File: src/rtl/blob_run_ctrl.sv
// rtl/blob_run_ctrl.sv - arms the blob counter for one frame on the shared SDRAM read port and collects its count
// Optional feature macro: BLOB_CTRL_COUNT_FILTER_EN (publish a count only when two consecutive runs agree)
module blob_run_ctrl #(
   parameter int PIXELS_PER_FRAME = 480000,
   parameter int TIMEOUT_CYCLES   = 4096
) (
   input  logic        i_clk,
   input  logic        i_rst,
   input  logic        i_start,
   input  logic        i_auto,
   input  logic [7:0]  i_thresh,
   input  logic        i_vga_vblank,
   input  logic        i_vga_req,
   output logic        o_vga_gnt,
   input  logic        i_rd_valid,
   input  logic [15:0] i_rd_data,
   output logic        o_rd_req,
   output logic        o_blob_valid,
   output logic        o_blob_seq,
   input  logic        i_blob_sdram_req,
   input  logic        i_blob_done,
   input  logic [7:0]  i_blob_count,
   output logic [7:0]  o_count,
   output logic        o_count_valid,
   output logic        o_busy,
   output logic        o_underrun,
   output logic        o_timeout
);

   localparam int PCW = $clog2(PIXELS_PER_FRAME + 1);
   localparam int TCW = $clog2(TIMEOUT_CYCLES + 1);
   localparam logic [PCW-1:0] PIX_LAST = PCW'(PIXELS_PER_FRAME - 1);
   localparam logic [TCW-1:0] TMO_LAST = TCW'(TIMEOUT_CYCLES - 1);

   typedef enum logic [2:0] {
      S_IDLE,
      S_WAIT_VB,
      S_ARM,
      S_STREAM,
      S_DRAIN,
      S_RELEASE
   } state_t;

   state_t         state;
   logic [7:0]     thresh_reg;
   logic [PCW-1:0] pix_cnt;
   logic [TCW-1:0] tmo_cnt;

`ifdef BLOB_CTRL_COUNT_FILTER_EN
   // Last completed count and whether it is still a valid link in the agreement chain
   logic [7:0]     prev_count;
   logic           prev_valid;
`endif

   // The VGA request never steers the FSM and the FIFO upper byte carries no luma
   logic unused_inputs;
   assign unused_inputs = &{1'b0, i_vga_req, i_rd_data[15:8]};

   // Pop and threshold the FIFO head only while streaming and the counter asks for a pixel;
   // a request against an empty FIFO sends a background (0) pixel
   always_comb begin
      o_rd_req   = (state == S_STREAM) && i_blob_sdram_req && i_rd_valid;
      o_blob_seq = o_rd_req && (i_rd_data[7:0] >= thresh_reg);
   end

   // Run sequencing, port ownership, pixel/timeout counting and result capture
   always_ff @(posedge i_clk or posedge i_rst) begin
      if (i_rst) begin
         state         <= S_IDLE;
         thresh_reg    <= '0;
         pix_cnt       <= '0;
         tmo_cnt       <= '0;
         o_vga_gnt     <= 1'b1;
         o_blob_valid  <= 1'b0;
         o_busy        <= 1'b0;
         o_underrun    <= 1'b0;
         o_timeout     <= 1'b0;
         o_count       <= '0;
         o_count_valid <= 1'b0;
`ifdef BLOB_CTRL_COUNT_FILTER_EN
         prev_count    <= '0;
         prev_valid    <= 1'b0;
`endif
      end else begin
         case (state)
            S_IDLE: begin
               if (i_start || i_auto) begin
                  state      <= S_WAIT_VB;
                  thresh_reg <= i_thresh;
                  pix_cnt    <= '0;
                  o_busy     <= 1'b1;
               end
            end
            S_WAIT_VB: begin
               // Port handover only inside vertical blank; sticky flags restart with the new run
               if (i_vga_vblank) begin
                  state        <= S_ARM;
                  o_vga_gnt    <= 1'b0;
                  o_blob_valid <= 1'b1;
                  o_underrun   <= 1'b0;
                  o_timeout    <= 1'b0;
               end
            end
            S_ARM: begin
               state <= S_STREAM;
            end
            S_STREAM: begin
               // Every request is one pixel of the frame, whether or not the FIFO had data
               if (i_blob_sdram_req) begin
                  if (!i_rd_valid) begin
                     o_underrun <= 1'b1;
                  end
                  if (pix_cnt == PIX_LAST) begin
                     state     <= S_DRAIN;
                     o_vga_gnt <= 1'b1;
                     tmo_cnt   <= '0;
                  end
                  pix_cnt <= pix_cnt + 1'b1;
               end
            end
            S_DRAIN: begin
               if (i_blob_done) begin
                  state        <= S_RELEASE;
                  o_blob_valid <= 1'b0;
`ifdef BLOB_CTRL_COUNT_FILTER_EN
                  if (prev_valid && (i_blob_count == prev_count)) begin
                     o_count       <= i_blob_count;
                     o_count_valid <= 1'b1;
                  end
                  prev_count <= i_blob_count;
                  prev_valid <= 1'b1;
`else
                  o_count       <= i_blob_count;
                  o_count_valid <= 1'b1;
`endif
               end else if (tmo_cnt == TMO_LAST) begin
                  state        <= S_RELEASE;
                  o_blob_valid <= 1'b0;
                  o_timeout    <= 1'b1;
`ifdef BLOB_CTRL_COUNT_FILTER_EN
                  prev_valid   <= 1'b0;
`endif
               end else begin
                  tmo_cnt <= tmo_cnt + 1'b1;
               end
            end
            S_RELEASE: begin
               // Wait for the counter to drop done so a stale done cannot end the next run
               if (!i_blob_done) begin
                  state  <= S_IDLE;
                  o_busy <= 1'b0;
               end
            end
            default: begin
               state        <= S_IDLE;
               o_vga_gnt    <= 1'b1;
               o_blob_valid <= 1'b0;
               o_busy       <= 1'b0;
            end
         endcase
      end
   end

endmodule

File: config.mk
export PLATFORM = sky130hd
export DESIGN_NAME = blob_run_ctrl
export DESIGN_NICKNAME = d
export VERILOG_FILES = /design/src/rtl/blob_run_ctrl.sv
export SDC_FILE = /design/constraint.sdc
export NUM_CORES = 1
export LEC_CHECK = 0
export BUFFER_PORTS_ARGS = -buffer_cell sky130_fd_sc_hd__buf_2
export CAP_MARGIN = 30
export CORE_ASPECT_RATIO = 0.75
export CORE_UTILIZATION = 55
export DETAILED_ROUTE_END_ITERATION = 8
export PLACE_DENSITY = 0.8
export SLEW_MARGIN = 20
export SYNTH_ARGS = -nofsm -noshare
export SYNTH_HDL_FRONTEND = slang
export SYNTH_SLANG_ARGS = --single-unit
File: constraint.sdc
create_clock -name i_clk -period 2.5 [get_ports i_clk]
set_input_delay 0.5 -clock i_clk [delete_from_list [all_inputs] [get_ports i_clk]]
set_output_delay 0.5 -clock i_clk [all_outputs]
set_load 0.02 [all_outputs]
Yosys cells after proc, flatten, opt, wreduce, memory -nomap -nowiden
Cells that the tools add are included.
{"block": "totals", "in_bits": 41, "ff_bits": 57}
{"block": "op_classes", "mux": 33, "bitwise_logic": 3, "n_eq_ne": 17, "magnitude_cmp": 1, "addsub": 2, "reduce_logical": 22}
{"operator": "$mux 13", "n": 4}
{"operator": "$mux 19", "n": 2}
{"operator": "$pmux 19 s2", "n": 1}
{"operator": "$pmux 13 s2", "n": 1}
{"operator": "$mux 3", "n": 7}
{"operator": "$add 19x1->19 const B", "n": 1}
{"operator": "$eq 19x19->1 const B", "n": 1}
{"operator": "$pmux 3 s6", "n": 1}
{"operator": "$ne 2x2->1 const B", "n": 8}
{"operator": "$add 13x1->13 const B", "n": 1}
{"operator": "$eq 13x12->1 const B", "n": 1}
{"operator": "$mux 1", "n": 12}
{"operator": "$reduce_and 4->1", "n": 3}
{"operator": "$reduce_or 4->1", "n": 3}
{"operator": "$pmux 1 s3", "n": 3}
{"operator": "$reduce_and 3->1", "n": 3}
{"operator": "$ge 8x8->1", "n": 1}
{"operator": "$reduce_bool 2->1", "n": 4}
{"operator": "$eq 3x2->1 const B", "n": 2}
{"operator": "$eq 3x3->1 const B", "n": 2}
{"operator": "$reduce_and 6->1", "n": 1}
{"operator": "$reduce_and 5->1", "n": 1}
{"operator": "$pmux 1 s2", "n": 2}
{"operator": "$reduce_and 2->1", "n": 2}
{"operator": "7 further kinds", "n": 11}

Longest topological paths before layout
Gate-level depths: netlist (run 1).
{"block": "logic_depth", "ltp_word": 4, "mapped_depth": 7, "depth_no_buf": 7}

Worst setup path before layout (run 1)
No wires, ideal clock.
{"block": "synth_timing", "path_type": "in2out", "from": "input port i_blob_sdram_req", "to": "output port o_blob_seq", "slack_ns": 0.379, "arrival_time_ns": 1.621, "path_stages": 5, "cell_sequence": "and4b_1 > clkbuf_1 > and2_1 > nand2_1 > a31oi_1"}
{"block": "synth_between", "elab_chain_len": 3}
{"element": "start, declared", "line": "20", "source": "input logic i_blob_sdram_req,"}
{"element": "$logic_and 1x1->1 (2 in a row)", "line": "62", "source": "o_rd_req = (state == S_STREAM) && i_blob_sdram_req && i_rd_valid;"}
{"element": "named net o_rd_req", "line": "17", "source": "output logic o_rd_req,"}
{"element": "$logic_and 1x1->1", "line": "63", "source": "o_blob_seq = o_rd_req && (i_rd_data[7:0] >= thresh_reg);"}
{"element": "end, declared", "line": "19", "source": "output logic o_blob_seq,"}
The timed path passes the listed nets, and every way through them passes these cells.

Worst setup path after layout (run 1)
{"block": "layout_timing", "from": "register state[1]", "to": "output port o_blob_seq"}
{"block": "layout_between", "elab_chain_len": 4}
{"element": "start, declared", "line": "44", "source": "state_t state;"}
{"element": "start signal, assigned", "line": "69", "source": "state <= S_IDLE;"}
{"element": "start signal, assigned", "line": "88", "source": "state <= S_WAIT_VB;"}
{"element": "start signal, assigned", "line": "97", "source": "state <= S_ARM;"}
{"element": "$eq 3x2->1", "line": "62"}
{"element": "$logic_and 1x1->1 (2 in a row)", "line": "62"}
{"element": "$logic_and 1x1->1", "line": "63"}
Every way passes these cells.

==> impl_results.md, run 1 <==
- Post-Synthesis Cells: 304
- Clock Sinks: 57
- Number of global-route vias before repair: 2269
- Setup violations, final: 0
- Core Region: 4980 um2
- Antenna diodes: 0
- Pwr dens: 992 nW/um2
- Max FFs per register: 19
- EDFF count, synth: 0
- Total die area: 5600 um2
- Initial antenna violation count: 0
- Reg with most FFs: pix_cnt
- H-tree Lvls: 3
- Dpl hpwl: 4260 um
- Crit path cell chain: and4b_2, and2_1, nand2_1, a31oi_1, buf_2
- Largest net degree at the start of global routing: 58
- Largest regs: pix_cnt: 19 flops, tmo_cnt: 13 flops
- DRT Wirelength: 6180 um
- Clk_skew: 0.00605 ns
- Initial Util: 58.5%
- Startpoint Class: flip-flop
- Gate power share: 31.0%
- Clock share of power: 29.9%
- RSZ-0062 raised after global routing: false
- TritonCTS Buffers: 9
- Pint: 2.28 mW
- Slew @ Worst Pin: 0.714 ns
- Bufs and invs on worst path: 1
- LEAKAGE: 1.61 nW
- Post-synth ARST share: 100%
- IO buf count: 47
- Ratio of cells with drive above 1 in the final layout: 24.7%
- Die Y: 65.0 um
- Fillcell total: 378
- Yosys top cell by area: dfrtp_1
- Worst hold path class: input port to async pin
- Worst setup path class: flip-flop to primary output
- Nets: 410
- Avg Cell Area, Syn: 9.59 um2
- Sequential cell area fraction in the yosys report: 49.0%
- Overflow after GRT: 0
- 1st-iter DRT viols: 172
- Top_reg_cell synth: dfrtp_1
- Crit end category: primary output
- Slew headroom: 52.4%
- Routed vias/inst: 5.65
- Sequential share of power: 39.1%
- Max VDD drop: 518 uV
- #FFs+latches synth: 57
- CP max-delay cell: dfrtp_2
- Mapped Nets: 355
- CP max FO: 14
- DRT antenna net count: 0
- Max-Cap Viols: 0
- Deepest clock path buffer count: 2
- Final Critical Period: 2.30 ns
- Post-synth top area share: 48.1%
- Req. time, crit path: 2.00 ns
- Arr. time, crit path: 1.80 ns
- Post-route DRC: 0
- Switching fraction of total power: 34.2%
- Root Buffer: clkbuf_8
- Die Width: 86.1 um
- Slew Limit Fails: 0
- Wire length of the first global-routing pass: 10500 um
- Status: finished clean
- Reported net switching power: 1.19 mW
- TritonRoute pass-1 iters: 4
- Tcrit/Tclk final: 92.1%
- Vias: 2465
- GPL Wtd Cong: 0.830
- Final Hold Fails: 0
- Synth top area cells: dfrtp_1, nand2_1, ha_1
- Clock Pin Slew Worst Setup and Hold Paths: 0.06 ns
- Clock latency on the worst-skew pair: 0.34 ns
- # IOs: 57
- Cell Area, Synth: 2910 um2
- Routed length per instance: 14.2 um
- Yosys warns: 0
- Total Routing Usage GR: 25.0%
- Count of different cell masters after synthesis: 49
- CTS tree: yes
- Site Rows: 22
- Area grow syn2layout: 20.1%
- Tot Pwr: 3.47 mW
- Setup TNS: 0 ns
- F_max: 434 MHz
- Delay-heaviest family, CP: simple AND/OR/NAND/NOR gates
- Critical path's largest stage delay: 0.51 ns
[kinds of logic after synthesis]
kind of cell             after synthesis  share of synthesized area, %
adder cells (fa/ha/maj)               10                          4.29
AO/OA/AOI/OAI                         73                          15.5
XOR/XNOR                              11                          3.31
buffers and inverters                 20                          2.58
multiplexers                          11                          4.12
flip-flops                            57                          49.0
AND/OR/NAND/NOR                      122                          21.2
[what timing repair did]
item	in CTS	in global routing
resized for setup	0	3
buffers inserted	0	0
setup endpoints to repair	0	1
hold buffers	0	0
[cell type report]
type	instances	area, um2	share of cell area, %
Clock buffer	10	138	3.93
Clock inverter	6	105	3.00
Inverter	12	45.0	1.29
Multi-Input combinational cell	227	1420	40.5
Sequential cell	57	1430	40.9
Tap cell	72	90.1	2.58
Timing Repair Buffer	52	273	7.80
[cells in the mapped netlist (all sizes together) (4+ instances only)]
master and count:
clkbuf 8, and3 5, nand4 9, xnor2 5, nor2 27, nand3 11, a21oi 16, ha 10
a31oi 8, dfrtp 56, o31ai 4, mux2 8, o21ai 24, inv 12, xor2 6, nor3 7
nand2 38
[through the flow]
step	util, %	instances	hold slack (ns)	setup slack (ns)	area [um2]
final	70.2	436	0.334	0.197	3500
after global routing	70.2	436	0.358	0.100	3500
after CTS	70.1	436	0.346	0.0225	3490
after detailed placement	65.3	420	0.458	0.288	3250
after global placement	65.3	420	0.460	0.303	3250
after floorplan	-	304	0.450	0.379	2910
[layout by cell type, fill, tap and decap left out, types with 4 or more instances in the layout]
cell type  instances
ha_1              10
clkbuf_8          10
xor2_1             6
dfrtp_1           54
o31ai_1            4
a21oi_1           16
and3_1             5
nor3_1             6
o21ai_0           24
buf_2             47
buf_4              5
inv_1             11
nand4_1            9
nand2_1           38
a31oi_1            8
nand3_1           10
nor2_1            27
mux2_2             8
xnor2_1            5
[final timing paths]
check	from	end	slack (ns)	cells past startpoint
setup / recovery	state[1]$_DFFE_PP0P_	o_blob_seq	0.20	5
max in group asynchronous	i_rst	state[0]$_DFFE_PP0P_	1.66	3
min in group i_clk	i_rd_valid	o_underrun$_DFFE_PP0P_	0.36	2
hold reg to reg	o_count_valid$_DFFE_PP0P_	o_count_valid$_DFFE_PP0P_	0.48	1
hold / removal	i_rst	thresh_reg[6]$_DFFE_PP0P_	0.33	3
setup reg to reg	pix_cnt[0]$_DFFE_PP0P_	tmo_cnt[4]$_DFFE_PP0P_	0.25	6
[power by group through the flow]
stage	clock, mW	sequential (mW)	combinational (mW)
2_1_floorplan	0	1.43	0.673
3_3_place_gp	0	1.35	1.03
3_5_place_dp	0	1.36	1.07
4_1_cts	1.06	1.35	1.08
5_1_grt	1.12	1.40	1.21
6_report	1.04	1.36	1.08
[per-layer routing]
metal	GRT usage [%]	wire length [um]	up-vias
met1	35.6	3060	1163
met5	0	0	-
met4	7.29	61	0
met2	35.9	2610	85
met3	9.04	456	6
li1	-	-	1211
[worst register-to-register path: cells and delay by family, from the launching register on]
family          cells  cell delay [ns]
compound gates      1             0.14
fa+ha+maj           1             0.21
flops               1             0.41
simple gates        4             1.36
(Power assumes the default switching activity.)
==> run 2: changes to the inputs <==
--- a/config.mk
+++ b/config.mk
@@ -8,9 +8,10 @@
 export BUFFER_PORTS_ARGS = -buffer_cell sky130_fd_sc_hd__buf_2
 export CAP_MARGIN = 30
 export CORE_ASPECT_RATIO = 0.75
-export CORE_UTILIZATION = 55
+export CORE_UTILIZATION = 59
 export DETAILED_ROUTE_END_ITERATION = 8
-export PLACE_DENSITY = 0.8
+export PLACE_DENSITY = 0.85
+export RECOVER_POWER = 100
 export SLEW_MARGIN = 20
 export SYNTH_ARGS = -nofsm -noshare
 export SYNTH_HDL_FRONTEND = slang
==> constraint.sdc (replaced) <==
create_clock -name i_clk -period 2.9 [get_ports i_clk]
set_input_delay 0.58 -clock i_clk [delete_from_list [all_inputs] [get_ports i_clk]]
set_output_delay 0.58 -clock i_clk [all_outputs]
set_load 0.02 [all_outputs]
==> run 2 against run 1 <==
Net effect:
- first-iteration DRC count fell by 5.8%
- sequential cell count unchanged
- routed wire length increased by 3.8%
- register-to-register slack improved by 0.20 ns
- clock-buffer cell count up 4
- worst hold slack improved by 0.12 ns
- critical path depth unchanged
- total power decreased by 18%
- design area fell by 3.3%
- non-clock buffer count decreased by 2
- largest cell class unchanged
- largest power group unchanged
- highest routed layer unchanged
==> impl_results.md, run 2 (synthesis results as in run 1) <==
- GPL Wtd Cong: 0.862
- Post-CTS Setup Inserts: 0
- Initial Util: 63.4%
- DRT antenna net count: 0
- Crit path cell chain: and4b_1, and2_0, nand2_1, a31oi_1, buf_2
- Slew headroom: 9.88%
- Startpoint Class: flip-flop
- Dpl hpwl: 4410 um
- Largest regs: pix_cnt: 19 flops, tmo_cnt: 13 flops
- Number of global-route vias before repair: 2430
- Arr. time, crit path: 2.03 ns
- Clk_skew: 0.00419 ns
- Delay-heaviest family, CP: simple AND/OR/NAND/NOR gates
- Dpl ws: 0.538 ns
- Slew Limit Fails: 0
- Switching fraction of total power: 36.3%
- Die Width: 83.2 um
- Clock share of power: 27.2%
- Initial antenna violation count: 0
- Ratio of cells with drive above 1 in the final layout: 17.4%
- Max VDD drop: 552 uV
- Placed cell area: 3220 um2
- IO buf count: 47
- Vias: 2462
- Most frequent cells in the layout: dfrtp_1, nand2_1, buf_2
- TritonRoute pass-1 iters: 6
- Tot Pwr: 2.84 mW
- Clock latency on the worst-skew pair: 0.33 ns
- CTS tree: yes
- Area grow syn2layout: 16.1%
- Core Region: 4600 um2
- Routed length per instance: 15.3 um
- CP max-delay cell: and4b_1
- 1st-iter DRT viols: 162
- Reported net switching power: 1.03 mW
- Status: finished clean
- Final Hold Fails: 0
- # IOs: 57
- Sequential share of power: 41.9%
- Pint: 1.81 mW
- Dpl cells: 403
- Overflow after GRT: 0
- Setup violations, final: 0
- Non-filler instance count after layout: 419
- Clock Sinks: 57
- LEAKAGE: 1.53 nW
- Final Worst Setup Slack: 0.289 ns
- Crit end category: primary output
- RSZ-0062 raised after global routing: false
- Commonest non-fill, non-tap cell in the layout: dfrtp_1
- Worst setup path class: flip-flop to primary output
- Worst hold path class: input port to flip-flop
- Pwr dens: 838 nW/um2
- Final Critical Period: 2.61 ns
- Req. time, crit path: 2.32 ns
- Final Core Density: 73.6%
- Slew @ Worst Pin: 1.35 ns
- Total Routing Usage GR: 27.5%
- Cts repair resizes: 0
- Die Y: 62.9 um
- Reg with most FFs: pix_cnt
- Hold slack: 0.453 ns
- Wire length of the first global-routing pass: 11100 um
- Bufs and invs on worst path: 1
- Deepest clock path buffer count: 2
- Max FFs per register: 19
- Tcrit/Tclk final: 90.0%
- Clock Pin Slew Worst Setup and Hold Paths: 0.06 ns
- H-tree Lvls: 3
- Final instance area: 3380 um2
- Routed vias/inst: 5.88
- TritonCTS Buffers: 9
- Largest net degree at the start of global routing: 58
- Site Rows: 21
- Nets: 408
- Gate power share: 31.0%
- F_max: 383 MHz
- Root Buffer: clkbuf_8
- Antenna diodes: 0
- Fillcell total: 361
- Total die area: 5230 um2
- DRT Wirelength: 6420 um
- CP max FO: 18
- Critical path's largest stage delay: 0.55 ns
- Max-Cap Viols: 0
- Post-route DRC: 0
- Hold Buf Count CTS: 0
- Setup TNS: 0 ns
run 2: final timing paths:
| kind | end | depth (start not counted) | startpoint | slack (ns) |
|---|---|---|---|---|
| worst max-delay path | o_blob_seq | 5 | state[2]$_DFFE_PP0P_ | 0.29 |
| worst min-delay path | thresh_reg[0]$_DFFE_PP0P_ | 3 | i_thresh[0] | 0.45 |
| worst max register to register | tmo_cnt[5]$_DFFE_PP0P_ | 6 | pix_cnt[0]$_DFFE_PP0P_ | 0.45 |
| worst min register to register | o_count_valid$_DFFE_PP0P_ | 1 | o_count_valid$_DFFE_PP0P_ | 0.49 |
| max in group asynchronous | tmo_cnt[6]$_DFFE_PP0P_ | 3 | i_rst | 1.40 |
| min in group asynchronous | pix_cnt[9]$_DFFE_PP0P_ | 3 | i_rst | 0.70 |
run 2: power groups by stage:
stage / clock (mW) / combinational [mW] / sequential [mW]
3_5_place_dp: 0 / 0.908 / 1.19
6_report: 0.771 / 0.878 / 1.19
3_3_place_gp: 0 / 0.854 / 1.18
2_1_floorplan: 0 / 0.580 / 1.23
4_1_cts: 0.784 / 0.914 / 1.18
5_1_grt: 0.821 / 0.986 / 1.22
run 2: layer usage:
metal	vias to the layer above	GRT usage [%]	part of all wire, %
met2	89	43.0	45
met1	1165	36.1	47
met3	11	7.93	6.5
met5	-	0	0
li1	1197	-	-
met4	0	11.4	1.4
run 2: layout make-up:
cell class              instances  area [um2]  area share, %
clock buffers                  14         173           5.10
clock inverters                 2        35.0           1.04
inverters                      12        45.0           1.33
multi-input cells             227        1400           41.4
flip-flops and latches         57        1430           42.2
well taps                      57        71.3           2.11
repair buffers                 50         231           6.84
run 2: worst reg2reg max path, stage by stage, from the launching register on:
cell and delay [ns]:
dfrtp_1 0.41, ha_1 0.22, nand3_1 0.18, or4_1 0.61
or3_1 0.46, and2_0 0.26, a21o_1 0.21
==> run 3: changes to the inputs <==
--- a/config.mk
+++ b/config.mk
@@ -6,11 +6,10 @@
 export NUM_CORES = 1
 export LEC_CHECK = 0
 export BUFFER_PORTS_ARGS = -buffer_cell sky130_fd_sc_hd__buf_2
-export CAP_MARGIN = 30
 export CORE_ASPECT_RATIO = 0.75
-export CORE_UTILIZATION = 59
+export CORE_UTILIZATION = 50
 export DETAILED_ROUTE_END_ITERATION = 8
-export PLACE_DENSITY = 0.85
+export PLACE_DENSITY = 0.76
 export RECOVER_POWER = 100
 export SLEW_MARGIN = 20
 export SYNTH_ARGS = -nofsm -noshare
==> constraint.sdc (replaced) <==
create_clock -name i_clk -period 2.2 [get_ports i_clk]
set_input_delay 0.44 -clock i_clk [delete_from_list [all_inputs] [get_ports i_clk]]
set_output_delay 0.44 -clock i_clk [all_outputs]
set_load 0.02 [all_outputs]
==> run 3 against run 2 <==
Net effect:
- clock-buffer cell count decreased by 3
- sequential share of layout area decreased by 2.0 points
- via count increased by 1.6%
- utilization decreased by 8.6 points
- sequential power increased by 25%
- global-route usage decreased by 4.1 points
- sequential cell count unchanged
- total power increased by 41%
- worst hold slack got worse by 0.20 ns
- critical path type unchanged
- largest power group unchanged
==> impl_results.md, run 3 (synthesis results as in run 1) <==
- Reg2reg path depth: 6
- Site Rows: 23
- Pint: 2.61 mW
- CP max-delay cell: dfrtp_1
- Max FFs per register: 19
- IO buf count: 47
- Final Core Density: 64.9%
- Non-filler instance count after layout: 450
- Bufs and invs on worst path: 1
- TritonCTS Buffers: 9
- Root Buffer: clkbuf_8
- Slew @ Worst Pin: 0.876 ns
- DRT Wirelength: 6410 um
- Wire length of the first global-routing pass: 10900 um
- Total die area: 6140 um2
- Worst hold path class: input port to async pin
- H-tree Lvls: 3
- Max VDD drop: 989 uV
- RSZ-0062 raised after global routing: true
- Commonest non-fill, non-tap cell in the layout: dfrtp_1
- Initial Util: 53.3%
- Pwr dens: 1120 nW/um2
- Area grow syn2layout: 21.9%
- Final Critical Period: 2.15 ns
- TritonRoute pass-1 iters: 4
- Tot Pwr: 3.99 mW
- Die Width: 90.2 um
- Slew Limit Fails: 0
- CP max FO: 2
- Total Routing Usage GR: 23.3%
- Delay-heaviest family, CP: flip-flops
- Overflow after GRT: 0
- Post-route DRC: 0
- LEAKAGE: 1.60 nW
- Setup violations, final: 0
- Vias: 2502
- Most frequent cells in the layout: dfrtp_1, nand2_1, buf_2
- Initial antenna violation count: 0
- CTS tree: yes
- # IOs: 57
- 1st-iter DRT viols: 153
- Switching fraction of total power: 34.5%
- Req. time, crit path: 1.76 ns
- Die Y: 68.1 um
- Max-Cap Viols: 0
- Clock latency on the worst-skew pair: 0.34 ns
- Gate power share: 32.5%
- Post-CTS Setup Inserts: 0
- Deepest clock path buffer count: 2
- Startpoint Class: flip-flop
- Clock Sinks: 57
- Routed length per instance: 14.3 um
- Slew headroom: 41.6%
- Dpl hpwl: 4670 um
- F_max: 466 MHz
- Crit path cell chain: ha_1, nand2b_4, a21oi_2, o21ai_1, nand2_1, a31oi_1, buf_4
- Dpl cells: 434
- Worst setup path class: flip-flop to primary output
- Core Region: 5470 um2
- Ratio of cells with drive above 1 in the final layout: 20.5%
- Final Hold Fails: 0
- Arr. time, crit path: 1.71 ns
- Largest regs: pix_cnt: 19 flops, tmo_cnt: 13 flops
- Antenna diodes: 0
- Tcrit/Tclk final: 97.6%
- Clock Pin Slew Worst Setup and Hold Paths: 0.07 ns
- DRT antenna net count: 0
- Hold slack: 0.249 ns
- GPL Wtd Cong: 0.845
- Crit end category: primary output
- Clk_skew: 0.0115 ns
- Clock share of power: 30.0%
- Nets: 421
- Reg with most FFs: pix_cnt
- Setup TNS: 0 ns
- Reported net switching power: 1.38 mW
- Sequential share of power: 37.4%
- Critical path's largest stage delay: 0.38 ns
- Crit. path cell count: 7
- Status: finished clean
- Largest net degree at the start of global routing: 37
- Number of global-route vias before repair: 2404
- Routed vias/inst: 5.56
- Worst R2R Setup Slack: 0.08 ns
## run 3: cell count changes in the layout (fill, tap and decap cells not counted), moves of 2 or more
| cell | before | now |
|---|---|---|
| buf_2 | 33 | 31 |
| bufinv_16 | 1 | 3 |
| a21oi_1 | 16 | 14 |
| a21oi_2 | 0 | 2 |
| clkbuf_8 | 12 | 10 |
| buf_4 | 0 | 10 |
| clkbuf_1 | 17 | 21 |
| and2_0 | 2 | 0 |
## run 3: layer usage
| layer | vias up | global-route usage (%) | share of wire [%] |
|---|---|---|---|
| met4 | 0 | 6.65 | 0.59 |
| met3 | 2 | 7.22 | 5.3 |
| met2 | 62 | 37.3 | 44 |
| met5 | - | 0 | 0 |
| met1 | 1212 | 31.1 | 50 |
| li1 | 1226 | - | - |
## run 3: final cells by class
type                            count  area [um2]
Clock buffer                       11         141
Clock inverter                      5         103
Fill cell                         467        1920
Inverter                           12        45.0
Multi-Input combinational cell    227        1430
Sequential cell                    57        1430
Tap cell                           75        93.8
Timing Repair Buffer               63         315
## run 3: timing repair
action                                  CTS  global route
endpoints found under the setup margin    1             9
gates cloned                              0             0
gates resized for setup                   0             7
endpoints found under the hold margin     0             0
pin swaps                                 1             4
hold buffers                              0             0
## run 3: path summary, 6_finish.rpt
path                                            from                        end
hold reg to reg            o_count_valid$_DFFE_PP0P_  o_count_valid$_DFFE_PP0P_
setup / recovery           thresh_reg[0]$_DFFE_PP0P_                 o_blob_seq
max in group asynchronous                      i_rst         o_busy$_DFFE_PP0P_
hold / removal                                 i_rst     pix_cnt[7]$_DFFE_PP0P_
setup reg to reg              pix_cnt[1]$_DFFE_PP0P_     tmo_cnt[1]$_DFFE_PP0P_
min in group i_clk                       i_thresh[0]  thresh_reg[0]$_DFFE_PP0P_
## run 3: power by group through the flow
stage	clock (mW)	sequential (mW)	combinational, mW
2_1_floorplan	0	1.62	0.765
3_3_place_gp	0	1.49	1.30
3_5_place_dp	0	1.51	1.34
4_1_cts	1.23	1.49	1.34
5_1_grt	1.27	1.53	1.47
6_report	1.20	1.49	1.30
## run 3: stage by stage
step	setup slack, ns	instance area [um2]
finish	0.0530	3550
global route	-0.0416	3550
CTS	0.00171	3590
detailed placement	0.0508	3350
global placement	0.0977	3350
floorplan	0.151	2910
